### src/rtl/fetch_unit_pkg.sv
// rtl/fetch_unit_pkg.sv - shared constants and state encoding for the instruction fetch stage
//
// Contents:
//   FU_PC_LEN, FU_INSTR_LEN : default address / instruction byte widths
//   FU_NOP_INSTR            : default bubble byte shown to the decoder
//   LB5                     : 5-bit major opcode of the two-byte load-byte instruction
//   fetch_state_t           : 3-bit fetch/issue FSM encoding
package fetch_unit_pkg;

    localparam int         FU_PC_LEN    = 7;
    localparam int         FU_INSTR_LEN = 8;
    localparam logic [7:0] FU_NOP_INSTR = 8'h00;
    localparam logic [4:0] LB5          = 5'b11100;

    typedef enum logic [2:0] {
        FETCH0 = 3'd0,
        FETCH1 = 3'd1,
        ISSUE0 = 3'd2,
        ISSUE1 = 3'd3,
        HALT   = 3'd4
    } fetch_state_t;

endpackage

### src/rtl/fetch_unit_pc_next.sv
// rtl/fetch_unit_pc_next.sv - combinational next-PC select and self-branch compare
//
// Ports:
//   pc         in   current program counter
//   br_target  in   decoder branch target
//   take_br    in   branch is being taken on this issue edge
//   skip2      in   advance past a two-byte instruction
//   pc_plus1   out  pc+1 (also the address of an LB immediate)
//   pc_next    out  selected next PC
//   self_br    out  branch target equals the current PC
module fetch_unit_pc_next #(
    parameter int PC_LEN = 7
) (
    input  logic [PC_LEN-1:0] pc,
    input  logic [PC_LEN-1:0] br_target,
    input  logic              take_br,
    input  logic              skip2,
    output logic [PC_LEN-1:0] pc_plus1,
    output logic [PC_LEN-1:0] pc_next,
    output logic              self_br
);

    // Additions wrap naturally at PC_LEN bits, so 127+1=0 and 127+2=1.
    assign pc_plus1 = pc + PC_LEN'(1);
    assign self_br  = (br_target == pc);

    always_comb begin
        pc_next = pc_plus1;
        if (take_br) begin
            pc_next = br_target;
        end else if (skip2) begin
            pc_next = pc + PC_LEN'(2);
        end
    end

endmodule

### src/rtl/fetch_unit.sv
// rtl/fetch_unit.sv - instruction fetch stage: PC, imem handshake, LB pre-fetch, branch redirect, halt
//
// Ports:
//   CLK, RSTN            clock, asynchronous active-low reset
//   IMEM_REQ/IMEM_ADDR   instruction memory request and address (held until IMEM_VALID)
//   IMEM_RDATA/VALID     instruction memory response
//   INSTR/INSTR_VALID    byte issued to the decoder, one cycle per byte
//   IS_BR/BR_TARGET      decoder branch flag and target for the byte on INSTR
//   BR_COND              branch condition from execute
//   STALL                downstream hold, honoured only before the first byte issues
//   PC                   address of the instruction currently fetching or issuing
//   HALTED               self-branch detected; left only through reset
module fetch_unit
    import fetch_unit_pkg::*;
#(
    parameter int                   PC_LEN    = FU_PC_LEN,
    parameter int                   INSTR_LEN = FU_INSTR_LEN,
    parameter logic [PC_LEN-1:0]    RESET_PC  = '0,
    parameter logic [INSTR_LEN-1:0] NOP_INSTR = FU_NOP_INSTR
) (
    input  logic                 CLK,
    input  logic                 RSTN,
    output logic                 IMEM_REQ,
    output logic [PC_LEN-1:0]    IMEM_ADDR,
    input  logic [INSTR_LEN-1:0] IMEM_RDATA,
    input  logic                 IMEM_VALID,
    output logic [INSTR_LEN-1:0] INSTR,
    output logic                 INSTR_VALID,
    input  logic                 IS_BR,
    input  logic [PC_LEN-1:0]    BR_TARGET,
    input  logic                 BR_COND,
    input  logic                 STALL,
    output logic [PC_LEN-1:0]    PC,
    output logic                 HALTED
);

    fetch_state_t         state;
    logic [PC_LEN-1:0]    pc;
    logic [INSTR_LEN-1:0] byte0;
    logic [INSTR_LEN-1:0] byte1;
    logic                 imem_req_q;
    logic [INSTR_LEN-1:0] instr_q;
    logic                 instr_valid_q;
    logic                 halted_q;

    logic                 take_br;
    logic                 skip2;
    logic [PC_LEN-1:0]    pc_plus1;
    logic [PC_LEN-1:0]    pc_next;
    logic                 self_br;
    logic                 rdata_is_lb;
    logic                 byte0_is_lb;

    assign rdata_is_lb = (IMEM_RDATA[INSTR_LEN-1 -: 5] == LB5);
    assign byte0_is_lb = (byte0[INSTR_LEN-1 -: 5] == LB5);

    // Branch flags only matter on the edge where byte0 of a non-LB is on INSTR.
    assign take_br = (state == ISSUE0) && IS_BR && BR_COND;
    assign skip2   = (state == ISSUE1);

    fetch_unit_pc_next #(
        .PC_LEN (PC_LEN)
    ) u_pc_next (
        .pc        (pc),
        .br_target (BR_TARGET),
        .take_br   (take_br),
        .skip2     (skip2),
        .pc_plus1  (pc_plus1),
        .pc_next   (pc_next),
        .self_br   (self_br)
    );

    assign IMEM_REQ    = imem_req_q;
    assign IMEM_ADDR   = (state == FETCH1) ? pc_plus1 : pc;
    assign INSTR       = instr_q;
    assign INSTR_VALID = instr_valid_q;
    assign PC          = pc;
    assign HALTED      = halted_q;

    // In ISSUE0, instr_valid_q doubles as the "byte0 already on INSTR" flag:
    // low means we are in the pre-issue STALL hold.
    always_ff @(posedge CLK or negedge RSTN) begin
        if (!RSTN) begin
            state         <= FETCH0;
            pc            <= RESET_PC;
            byte0         <= '0;
            byte1         <= '0;
            imem_req_q    <= 1'b0;
            instr_q       <= NOP_INSTR;
            instr_valid_q <= 1'b0;
            halted_q      <= 1'b0;
        end else begin
            case (state)
                FETCH0: begin
                    if (!imem_req_q) begin
                        // First cycle out of reset: raise the request, ignore any stray VALID.
                        imem_req_q <= 1'b1;
                    end else if (IMEM_VALID) begin
                        byte0 <= IMEM_RDATA;
                        if (rdata_is_lb) begin
                            // Keep REQ high; the address moves to pc+1 for the immediate.
                            state <= FETCH1;
                        end else begin
                            imem_req_q <= 1'b0;
                            state      <= ISSUE0;
                            if (!STALL) begin
                                instr_q       <= IMEM_RDATA;
                                instr_valid_q <= 1'b1;
                            end
                        end
                    end
                end

                FETCH1: begin
                    if (IMEM_VALID) begin
                        byte1      <= IMEM_RDATA;
                        imem_req_q <= 1'b0;
                        state      <= ISSUE0;
                        if (!STALL) begin
                            instr_q       <= byte0;
                            instr_valid_q <= 1'b1;
                        end
                    end
                end

                ISSUE0: begin
                    if (!instr_valid_q) begin
                        if (!STALL) begin
                            instr_q       <= byte0;
                            instr_valid_q <= 1'b1;
                        end
                    end else if (byte0_is_lb) begin
                        // Immediate follows back-to-back; the decoder cannot tolerate a gap.
                        instr_q <= byte1;
                        state   <= ISSUE1;
                    end else begin
                        instr_q       <= NOP_INSTR;
                        instr_valid_q <= 1'b0;
                        if (take_br && self_br) begin
                            halted_q <= 1'b1;
                            state    <= HALT;
                        end else begin
                            pc         <= pc_next;
                            imem_req_q <= 1'b1;
                            state      <= FETCH0;
                        end
                    end
                end

                ISSUE1: begin
                    instr_q       <= NOP_INSTR;
                    instr_valid_q <= 1'b0;
                    pc            <= pc_next;
                    imem_req_q    <= 1'b1;
                    state         <= FETCH0;
                end

                HALT: begin
                    imem_req_q    <= 1'b0;
                    instr_q       <= NOP_INSTR;
                    instr_valid_q <= 1'b0;
                    halted_q      <= 1'b1;
                end

                default: begin
                    state <= FETCH0;
                end
            endcase
        end
    end

endmodule

### config.mk
export PLATFORM = sky130hd
export DESIGN_NAME = fetch_unit
export DESIGN_NICKNAME = d
export VERILOG_FILES = /design/src/rtl/fetch_unit_pkg.sv /design/src/rtl/fetch_unit_pc_next.sv /design/src/rtl/fetch_unit.sv
export SDC_FILE = /design/constraint.sdc
export NUM_CORES = 1
export LEC_CHECK = 0
export CORE_MARGIN = 1
export CORE_UTILIZATION = 55
export DETAILED_ROUTE_END_ITERATION = 16
export GPL_TIMING_DRIVEN = 0
export PLACE_DENSITY = 0.85
export SLEW_MARGIN = 20
export SYNTH_ARGS = -nofsm -noshare
export SYNTH_HDL_FRONTEND = slang
export SYNTH_SLANG_ARGS = --single-unit
export TNS_END_PERCENT = 100
### constraint.sdc
create_clock -name CLK -period 4.24 [get_ports CLK]
set_clock_uncertainty 0.05 [all_clocks]
set_input_delay 0.424 -clock CLK [delete_from_list [all_inputs] [get_ports CLK]]
set_output_delay 0.424 -clock CLK [all_outputs]
set_load 0.03 [all_outputs]
[After elaboration in Yosys (flattened, before gate mapping)]
Cells that the tools add are included.
Word-level totals
  word-level logic and storage cells: 89
  register bits: 37
  output and inout port bits: 25
Cells by class
  bitwise gates (word level): 1
  $add $sub $neg: 2
  reduce and logical (&&, ||, !) cells: 17
  multiplexer cells: 45
  equal/unequal tests: 16
Operator list (number)
  8-bit 2-to-1 mux: 8
  7-bit 2-to-1 mux: 6
  8-bit case mux with 4 select lines: 1
  1-bit 2-to-1 mux: 18
  3-bit 2-to-1 mux: 6
  2-bit inequality test (second input constant): 8
  5-bit AND reduction: 3
  7-bit case mux with 2 select lines: 1
  3-bit case mux with 4 select lines: 1
  5-bit equality test (second input constant): 2
  4-bit AND reduction: 2
  7-bit by 1-bit adder with 7-bit output (second input constant): 1
  7-bit by 2-bit adder with 7-bit output (second input constant): 1
  7-bit equality test: 1
  3-bit by 2-bit equality test with 1-bit output (second input constant): 2
  6-bit AND reduction: 1
  1-bit case mux with 5 select lines: 1
  5-bit nonzero test: 1
  1-bit case mux with 4 select lines: 1
  2-bit nonzero test: 2
  4-bit nonzero test: 1
  3-bit by 1-bit equality test with 1-bit output (second input constant): 1
  3-bit equality test (second input constant): 1
  1-bit logical AND: 3
  8 further kinds: 8

[Depth between registers and ports, before layout]
Gate-level depths: netlist (run 1).
  word-level depth: 8
  depth in mapped cells: 7

[Cells and area by module]
From an unflattened synthesis (run 1), not the netlist that was laid out.
Unflattened totals
  cell total of the unflattened synthesis: 212
  area, all modules: 2309.7 sq um
By module, submodules not included
  fetch_unit: times used 1, area each 1913.1 sq um, cells an instance 155
  fetch_unit_pc_next: times used 1, area each 396.6 sq um, cells an instance 57

[Worst setup path before layout (run 1)]
No wires, ideal clock.
  path type: flip-flop to output port
  from: register pc[1] (netlist: PC[1])
  to: output port IMEM_ADDR[6]
  cell stages (with the launch flop): 5
  buffers on the path: 0
  arrival: 1.747 ns
  setup slack: 2.019 ns
  path through: dfrtp_1 ha_1 and3_1 nand4_1 xnor2_1
On the way
  longest elaborated chain between the ends: 2
Ends and longest elaborated chain
  from (decl): RTL line fetch_unit.sv:38  | logic [PC_LEN-1:0] pc;
  from (signal assigned): RTL line fetch_unit.sv:143  | pc <= pc_next;
  from (signal assigned): RTL line fetch_unit.sv:153  | pc <= pc_next;
  7-bit by 1-bit adder with 7-bit output: RTL line fetch_unit_pc_next.sv:24  | assign pc_plus1 = pc + PC_LEN'(1);
  7-bit 2-to-1 mux: RTL line fetch_unit.sv:74  | assign IMEM_ADDR = (state == FETCH1) ? pc_plus1 : pc;
  to (decl): RTL line fetch_unit.sv:24  | output logic [PC_LEN-1:0] IMEM_ADDR,
No other way between the ends.

[Worst setup path in the final report (run 1)]
  from: register state[2]
  to: output port IMEM_ADDR[5]
On the way
  longest elaborated chain between the ends: 2
Ends and longest elaborated chain
  from (decl): RTL line fetch_unit.sv:37  | fetch_state_t state;
  from (signal assigned): RTL line fetch_unit.sv:84  | state <= FETCH0;
  from (signal assigned): RTL line fetch_unit.sv:102  | state <= FETCH1;
  from (signal assigned): RTL line fetch_unit.sv:105  | state <= ISSUE0;
  3-bit by 1-bit equality test with 1-bit output: RTL line fetch_unit.sv:74
  7-bit 2-to-1 mux: RTL line fetch_unit.sv:74
No other way between the ends.

==> metrics.md, run 1 <==
| Metric | Value |
|---|---|
| Flops & latches, synth | `37` |
| Status | `finished clean` |
| Setup_tns | `0 ns` |
| CTS sink cnt | `37` |
| Sequential fraction of the synthesis area | `0.430` |
| Critical Path AT | `2.57 ns` |
| Avg Inst Size Synth | `10.3 um^2` |
| Synth cell types | `41` |
| Core area | `0.00372 mm^2` |
| Slowest Stage Delay on Critical Path | `0.68 ns` |
| TritonCTS clock tree | `built` |
| Worst min path class | `input port to async pin` |
| Design area | `0.00281 mm^2` |
| Final setup violation count | `0` |
| Row cnt | `22` |
| CTS Buf Count | `5` |
| Vias per cell | `roughly 6.0` |
| NumNets Final | `285` |
| Drt initial violations | `159` |
| Primary FF master, synth | `dfrtp_1` |
| Setup bufs post-CTS | `0` |
| Post-detail-place hpwl | `3530 um` |
| TritonRoute pass-1 iters | `4` |
| Area Overhead vs Synth | `30.3%` |
| Post-route ant nets | `0` |
| Power Density | `~740 mW/mm^2` |
| Total power | `2.07 mW` |
| Post-Synthesis Net Count | `232` |
| Most common cell after layout, fill and taps aside | `clkdlybuf4s50_1` |
| VDD IR-drop max | `0.468 mV` |
| Initial cell density of the core | `0.579` |
| Post-synth EDFFs | `0` |
| Worst skew pair latency | `0.30 ns` |
| Register share of total power | `0.293` |
| # fillers | `285` |
| Critical path data required time | `3.77 ns` |
| Final Hold Viols | `0` |
| Critical path's slowest cell | `clkdlybuf4s50_1` |
| Crit-path cells | `buf_2, nor3_2, nand3_1, nor2_1, xor2_1, clkdlybuf4s50_1` |
| Largest net degree at the start of global routing | `20` |
| Overall routing resource usage | `0.266` |
| Combinational share of power | `0.550` |
| Internal Power | `1.19 mW` |
| Worst-path fanout max | `10` |
| DP Area | `0.00269 mm^2` |
| Family with the most delay on the worst path | `buffers and inverters` |
| DRT Wirelength | `just under 5000 um` |
| Yosys warns | `0` |
| Worst setup SP type | `register` |
| Worst-path clk slew | `roughly 0.07 ns` |
| Clock Tree Buf Depth | `2` |
| Initial antenna violation count | `0` |
| Lkg Pwr | `1.18 nW` |
| NetSw | `882 uW` |
| RSZ-0062 raised after global routing | `no` |
| CP bufs+invs | `2` |
| First-pass GRT wire length | `around 8600 um` |
| Minimum clock period | `between 3 and 4 ns` |
| MaxCap Viol Count | `0` |
| Ant diodes | `0` |
| R2R setup slack | `2.28 ns` |
| WL/cell | `15.9 um` |
| Vias in the first global route | `approximately 1900` |
| Slew at the pin closest to its max-slew limit | `0.826 ns` |
| Routability cong. | `roughly 0.89` |
| Horiz. Die Dim | `64.6 um` |
| Final period utilization | `0.718` |
| Switch share | `0.425` |
| CTS root buffer | `clkbuf_8` |
| DRC Markers | `0` |
| Critical path class | `register to output pin` |
| H-tree depth | `2` |
| Die Y | `64.6 um` |
| Cells after Synth | `209` |
| Die footprint | `0.00417 mm^2` |
| Io pins | `46` |
| Final slew viol count | `0` |
| Crit path capture type | `output pin` |
| Post-CTS Resized | `0` |
| FFs w/ async S/R, synth | `1.00` |
| Max transition margin | `0.449` |
| Total grt overflow | `0` |
| Max Clock Freq | `329 MHz` |
| Total vias in the final route | `1857` |
| Layout cell share with drive strength beyond 1 | `0.186` |
| Most frequent cells in the layout | `clkdlybuf4s50_1, dfrtp_1, nand2_1, mux2_2, a21oi_1` |
| Synthesized area | `0.00215 mm^2` |
| Clock network power share | `0.157` |
| # hold bufs at CTS | `0` |
| Port Buf Inserts | `45` |
-- stage by stage --
stage	hold WS [ns]	instances	util	setup slack [ns]
floorplan	0.0784	209	-	2.02
global placement	0.409	302	0.716	1.54
detailed placement	0.354	303	0.723	1.53
CTS	0.0363	311	0.755	1.20
global route	0.0551	311	0.755	1.06
finish	0.0232	311	0.755	1.20
-- power by group through the flow --
| stage | logic, mW | registers [mW] | clock network (mW) |
|---|---|---|---|
| 3_3_place_gp | 1.12 | 0.609 | 0 |
| 4_1_cts | 1.14 | 0.608 | 0.330 |
| 5_1_grt | 1.23 | 0.629 | 0.350 |
| 2_1_floorplan | 0.617 | 0.747 | 0 |
| 3_5_place_dp | 1.14 | 0.612 | 0 |
| 6_report | 1.14 | 0.608 | 0.325 |
-- worst register-to-register path, delay by kind of cell, from the launching register on --
kind,cells,cell delay [ns]
AO/OA/AOI/OAI,4,1.07
flip-flops,1,0.46
buffers and inverters,1,0.23
-- routing by layer --
metal / routed length [um] / global-route usage / vias up
met1: 2120 / 0.335 / 892
met3: 294 / 0.0651 / 5
met4: 42 / 0.0861 / 0
li1: - / - / 895
met2: 2490 / 0.447 / 65
met5: 0 / 0 / -
-- path summary, 6_finish.rpt --
kind	cells after the start	from	endpoint
max	6	state[2]	IMEM_ADDR[5]
min	1	RSTN	state[1]
max reg2reg	5	state[0]	INSTR[7]
min reg2reg	2	HALTED	HALTED
max in group asynchronous	2	RSTN	byte1[1]
min in group CLK	2	HALTED	HALTED
-- layout make-up --
| cell class | instances | area [um^2] | share of cell area |
|---|---|---|---|
| plain buffers | 13 | 72.6 | 0.0259 |
| clock buffers | 6 | 82.6 | 0.0294 |
| clock inverters | 2 | 37.5 | 0.0134 |
| inverters | 4 | 15.0 | 0.00535 |
| multi-input cells | 155 | 1140 | 0.406 |
| flip-flops and latches | 37 | 926 | 0.330 |
| well taps | 48 | 60.1 | 0.0214 |
| repair buffers | 46 | 473 | 0.169 |
-- synthesized netlist by cell type (2+ instances only) --
master / n / area, um^2
nand4_1: 2 / 12.5
ha_1: 2 / 25.0
a31oi_1: 4 / 25.0
a21oi_1: 14 / 70.1
and3_1: 3 / 18.8
o2bb2ai_1: 11 / 96.3
nand3_1: 8 / 40.0
nand2_1: 18 / 67.6
nor2_1: 11 / 41.3
inv_1: 4 / 15.0
o22ai_1: 3 / 18.8
nor3_2: 3 / 30.0
mux2i_1: 2 / 20.0
nor3_1: 7 / 35.0
o21ai_0: 8 / 40.0
xor2_1: 9 / 78.8
nand4b_1: 2 / 17.5
or3_1: 2 / 12.5
xnor2_1: 5 / 43.8
mux2_2: 18 / 203
buf_2: 10 / 50.1
dfrtp_1: 37 / 926
a222oi_1: 8 / 80.1
-- registers in the layout, summed over array words and instances (netlist names) --
| name | flops |
|---|---|
| HALTED | 1 |
| IMEM_REQ | 1 |
| INSTR | 8 |
| INSTR_VALID | 1 |
| PC | 7 |
| byte0 | 8 |
| byte1 | 8 |
| state | 3 |
-- cell families (layout without fill, tap and decap cells) --
family,after synthesis,after routing,synth area share
compound gates,56,56,0.187
xor+xnor,14,14,0.0570
fa+ha+maj,2,2,0.0116
buf+inv,17,71,0.0407
flops,37,37,0.430
mux,20,20,0.103
simple gates,63,63,0.170
Power figures use the tool's default switching activity.
==> run 2: changes to the inputs <==
--- a/config.mk
+++ b/config.mk
@@ -6,10 +6,10 @@
 export NUM_CORES = 1
 export LEC_CHECK = 0
 export CORE_MARGIN = 1
-export CORE_UTILIZATION = 55
+export CORE_UTILIZATION = 46
 export DETAILED_ROUTE_END_ITERATION = 16
 export GPL_TIMING_DRIVEN = 0
-export PLACE_DENSITY = 0.85
+export PLACE_DENSITY = 0.76
 export SLEW_MARGIN = 20
 export SYNTH_ARGS = -nofsm -noshare
 export SYNTH_HDL_FRONTEND = slang
==> constraint.sdc (replaced) <==
create_clock -name CLK -period 2.4 [get_ports CLK]
set_clock_uncertainty 0.05 [all_clocks]
set_input_delay 0.24 -clock CLK [delete_from_list [all_inputs] [get_ports CLK]]
set_output_delay 0.24 -clock CLK [all_outputs]
set_load 0.03 [all_outputs]
==> run 2 against run 1 <==
  * Die area up 19%
  * Wire length up 4.5%
  * Worst setup slack worse by 1.1 ns
  * Design area up 1.2%
  * Combinational power up 72%
  * Clock power up 100%
  * Critical path depth unchanged
  * Sequential power up 78%
  * Highest routed layer unchanged
==> metrics.md, run 2 (same netlist as run 1, synthesis figures left out) <==
| Metric | Value |
|---|---|
| Crit path from | `state[1] (was state[2])` |
| Overall routing resource usage | `0.222 (was 0.266)` |
| Final Hold Viols | `0 (unchanged)` |
| Total power | `3.71 mW (was 2.07 mW)` |
| Power Density | `1310 mW/mm^2 (was 739 mW/mm^2)` |
| Reg-to-Reg End | `PC[3] (was INSTR[7])` |
| Ant diodes | `0 (unchanged)` |
| Status | `finished clean (unchanged)` |
| Die footprint | `0.00496 mm^2 (was 0.00417 mm^2)` |
| NetSw | `1.57 mW (was 882 uW)` |
| Max Clock Freq | `434 MHz` |
| NumNets Final | `289 (was 285)` |
| Drt initial violations | `144 (was 159)` |
| Initial cell density of the core | `0.488 (was 0.579)` |
| Core area | `0.00441 mm^2 (was 0.00372 mm^2)` |
| R2R setup slack | `0.30 ns (was 2.28 ns)` |
| MaxCap Viol Count | `0 (unchanged)` |
| Final period utilization | `0.960` |
| Max transition margin | `0.488 (was 0.449)` |
| CTS Buf Count | `5 (unchanged)` |
| Post-route ant nets | `0 (unchanged)` |
| Critical Path AT | `2.01 ns (was 2.57 ns)` |
| Critical path class | `register to output pin (unchanged)` |
| Row cnt | `24 (was 22)` |
| Lkg Pwr | `1.21 nW (was 1.18 nW)` |
| Routability cong. | `0.845 (was 0.886)` |
| Largest net degree at the start of global routing | `29 (was 20)` |
| Critical path data required time | `2.11 ns (was 3.77 ns)` |
| Post-layout util | `0.643 (was 0.755)` |
| Worst-path fanout max | `10 (unchanged)` |
| Final setup violation count | `0 (unchanged)` |
| Horiz. Die Dim | `70.4 um (was 64.6 um)` |
| Worst min path class | `input port to async pin (unchanged)` |
| Clock Tree Buf Depth | `2 (unchanged)` |
| Critical path capture point | `IMEM_ADDR[3] (was IMEM_ADDR[5])` |
| Minimum clock period | `2.30 ns` |
| TritonCTS clock tree | `built (unchanged)` |
| WL/cell | `16.2 um (was 15.9 um)` |
| VDD IR-drop max | `0.803 mV (was 0.468 mV)` |
| Initial antenna violation count | `0 (unchanged)` |
| RSZ-0062 raised after global routing | `no (unchanged)` |
| Final slew viol count | `0 (unchanged)` |
| DRT Wirelength | `5170 um (was 4940 um)` |
| Layout cell share with drive strength beyond 1 | `0.213 (was 0.186)` |
| Vias in the first global route | `1885 (was 1863)` |
| Total vias in the final route | `1907 (was 1857)` |
| Die Y | `70.4 um (was 64.6 um)` |
| Post-detail-place hpwl | `3630 um (was 3530 um)` |
| Most common cell after layout, fill and taps aside | `clkdlybuf4s50_1 (unchanged)` |
| Combinational share of power | `0.529 (was 0.550)` |
| CTS sink cnt | `37 (unchanged)` |
| Worst setup SP type | `register (unchanged)` |
| Worst-path clk slew | `0.08 ns (was 0.07 ns)` |
| Slew at the pin closest to its max-slew limit | `0.768 ns (was 0.826 ns)` |
| Most frequent cells in the layout | `clkdlybuf4s50_1, dfrtp_1, nand2_1, mux2_2, a21oi_1 (unchanged)` |
| Vias per cell | `5.98 (was 5.97)` |
| Worst r2r path cells | `6 (was 5)` |
| H-tree depth | `2 (unchanged)` |
| # fillers | `378 (was 285)` |
| Crit path capture type | `output pin (unchanged)` |
| Port Buf Inserts | `45 (unchanged)` |
| Internal Power | `2.14 mW (was 1.19 mW)` |
| Register share of total power | `0.291 (was 0.293)` |
| First-pass GRT wire length | `8630 um (was 8560 um)` |
| Clock network power share | `0.179 (was 0.157)` |
| DRC Markers | `0 (unchanged)` |
| Worst skew pair latency | `0.29 ns (was 0.30 ns)` |
| Area Overhead vs Synth | `31.9% (was 30.3%)` |
| Reg2reg start | `state[2] (was state[0])` |
| CTS root buffer | `clkbuf_8 (unchanged)` |
| TritonRoute pass-1 iters | `4 (unchanged)` |
| Switch share | `0.423 (was 0.425)` |
| Total grt overflow | `0 (unchanged)` |
| Io pins | `46 (unchanged)` |
run 2: power by group through the flow:
stage          Sequential [mW]  Combinational [mW]  Clock (mW)
2_1_floorplan             1.32                1.09           0
3_3_place_gp              1.08                1.98           0
3_5_place_dp              1.08                2.00           0
4_1_cts                   1.08                1.98       0.665
5_1_grt                   1.12                2.11       0.688
6_report                  1.08                1.96       0.665
run 2: per-layer routing:
metal | part of all wire | vias to the layer above | global-route usage
li1 | - | 898 | -
met4 | 0.018 | 0 | 0.0844
met3 | 0.051 | 12 | 0.0404
met2 | 0.48 | 73 | 0.382
met5 | 0 | - | 0
met1 | 0.45 | 924 | 0.275
run 2: final cells by class:
cell class | instances | area, um^2 | area share
Multi-Input combinational cell | 155 | 1140 | 0.403
Sequential cell | 37 | 927 | 0.327
Timing Repair Buffer | 50 | 475 | 0.168
Buffer | 13 | 72.6 | 0.0256
Clock buffer | 5 | 68.8 | 0.0243
Clock inverter | 3 | 68.8 | 0.0243
Tap cell | 52 | 65.1 | 0.0229
Inverter | 4 | 15.0 | 0.00529
run 2: how the worst min path moves through the flow:
stage	from	to	slack [ns]	cells past startpoint
floorplan	RSTN	HALTED	-0.11	0
global placement	HALTED	HALTED	0.41	2
detailed placement	RSTN	state[1]	0.08	1
CTS	RSTN	state[1]	0.31	2
global route	RSTN	byte0[5]	0.34	2
finish	RSTN	state[1]	0.29	2
run 2: critical path: stages (launching register included):
cell	delay, ns
dfrtp_1	0.43
buf_2	0.22
nor3_4	0.25
buf_4	0.16
nand3_1	0.11
xnor2_1	0.17
clkdlybuf4s15_1	0.38
run 2: per-stage QoR:
step,hold WS (ns),setup TNS [ns],instance area [um^2],setup WS (ns),instances
floorplan,-0.106,0,2150,0.363,209
global placement,0.415,-0.196,2670,-0.148,306
detailed placement,0.0797,-0.291,2680,-0.190,307
CTS,0.313,0,2860,0.0152,319
global route,0.339,0,2840,0.00305,319
finish,0.294,0,2840,0.0967,319
run 2: timing repair:
item | in CTS | in global routing
buffers inserted | 3 | 0
endpoints found under the hold margin | 9 | 0
pin swaps | 1 | 0
hold buffers | 1 | 0
resized for setup | 12 | 10
setup endpoints to repair | 7 | 5
==> run 3: changes to the inputs <==
--- a/config.mk
+++ b/config.mk
@@ -7,6 +7,8 @@
 export LEC_CHECK = 0
 export CORE_MARGIN = 1
 export CORE_UTILIZATION = 46
+export CTS_CLUSTER_DIAMETER = 80
+export CTS_CLUSTER_SIZE = 8
 export DETAILED_ROUTE_END_ITERATION = 16
 export GPL_TIMING_DRIVEN = 0
 export PLACE_DENSITY = 0.76
==> results of run 3 <==
No change in the layout: final DEF, timing and power equal those of run 2.
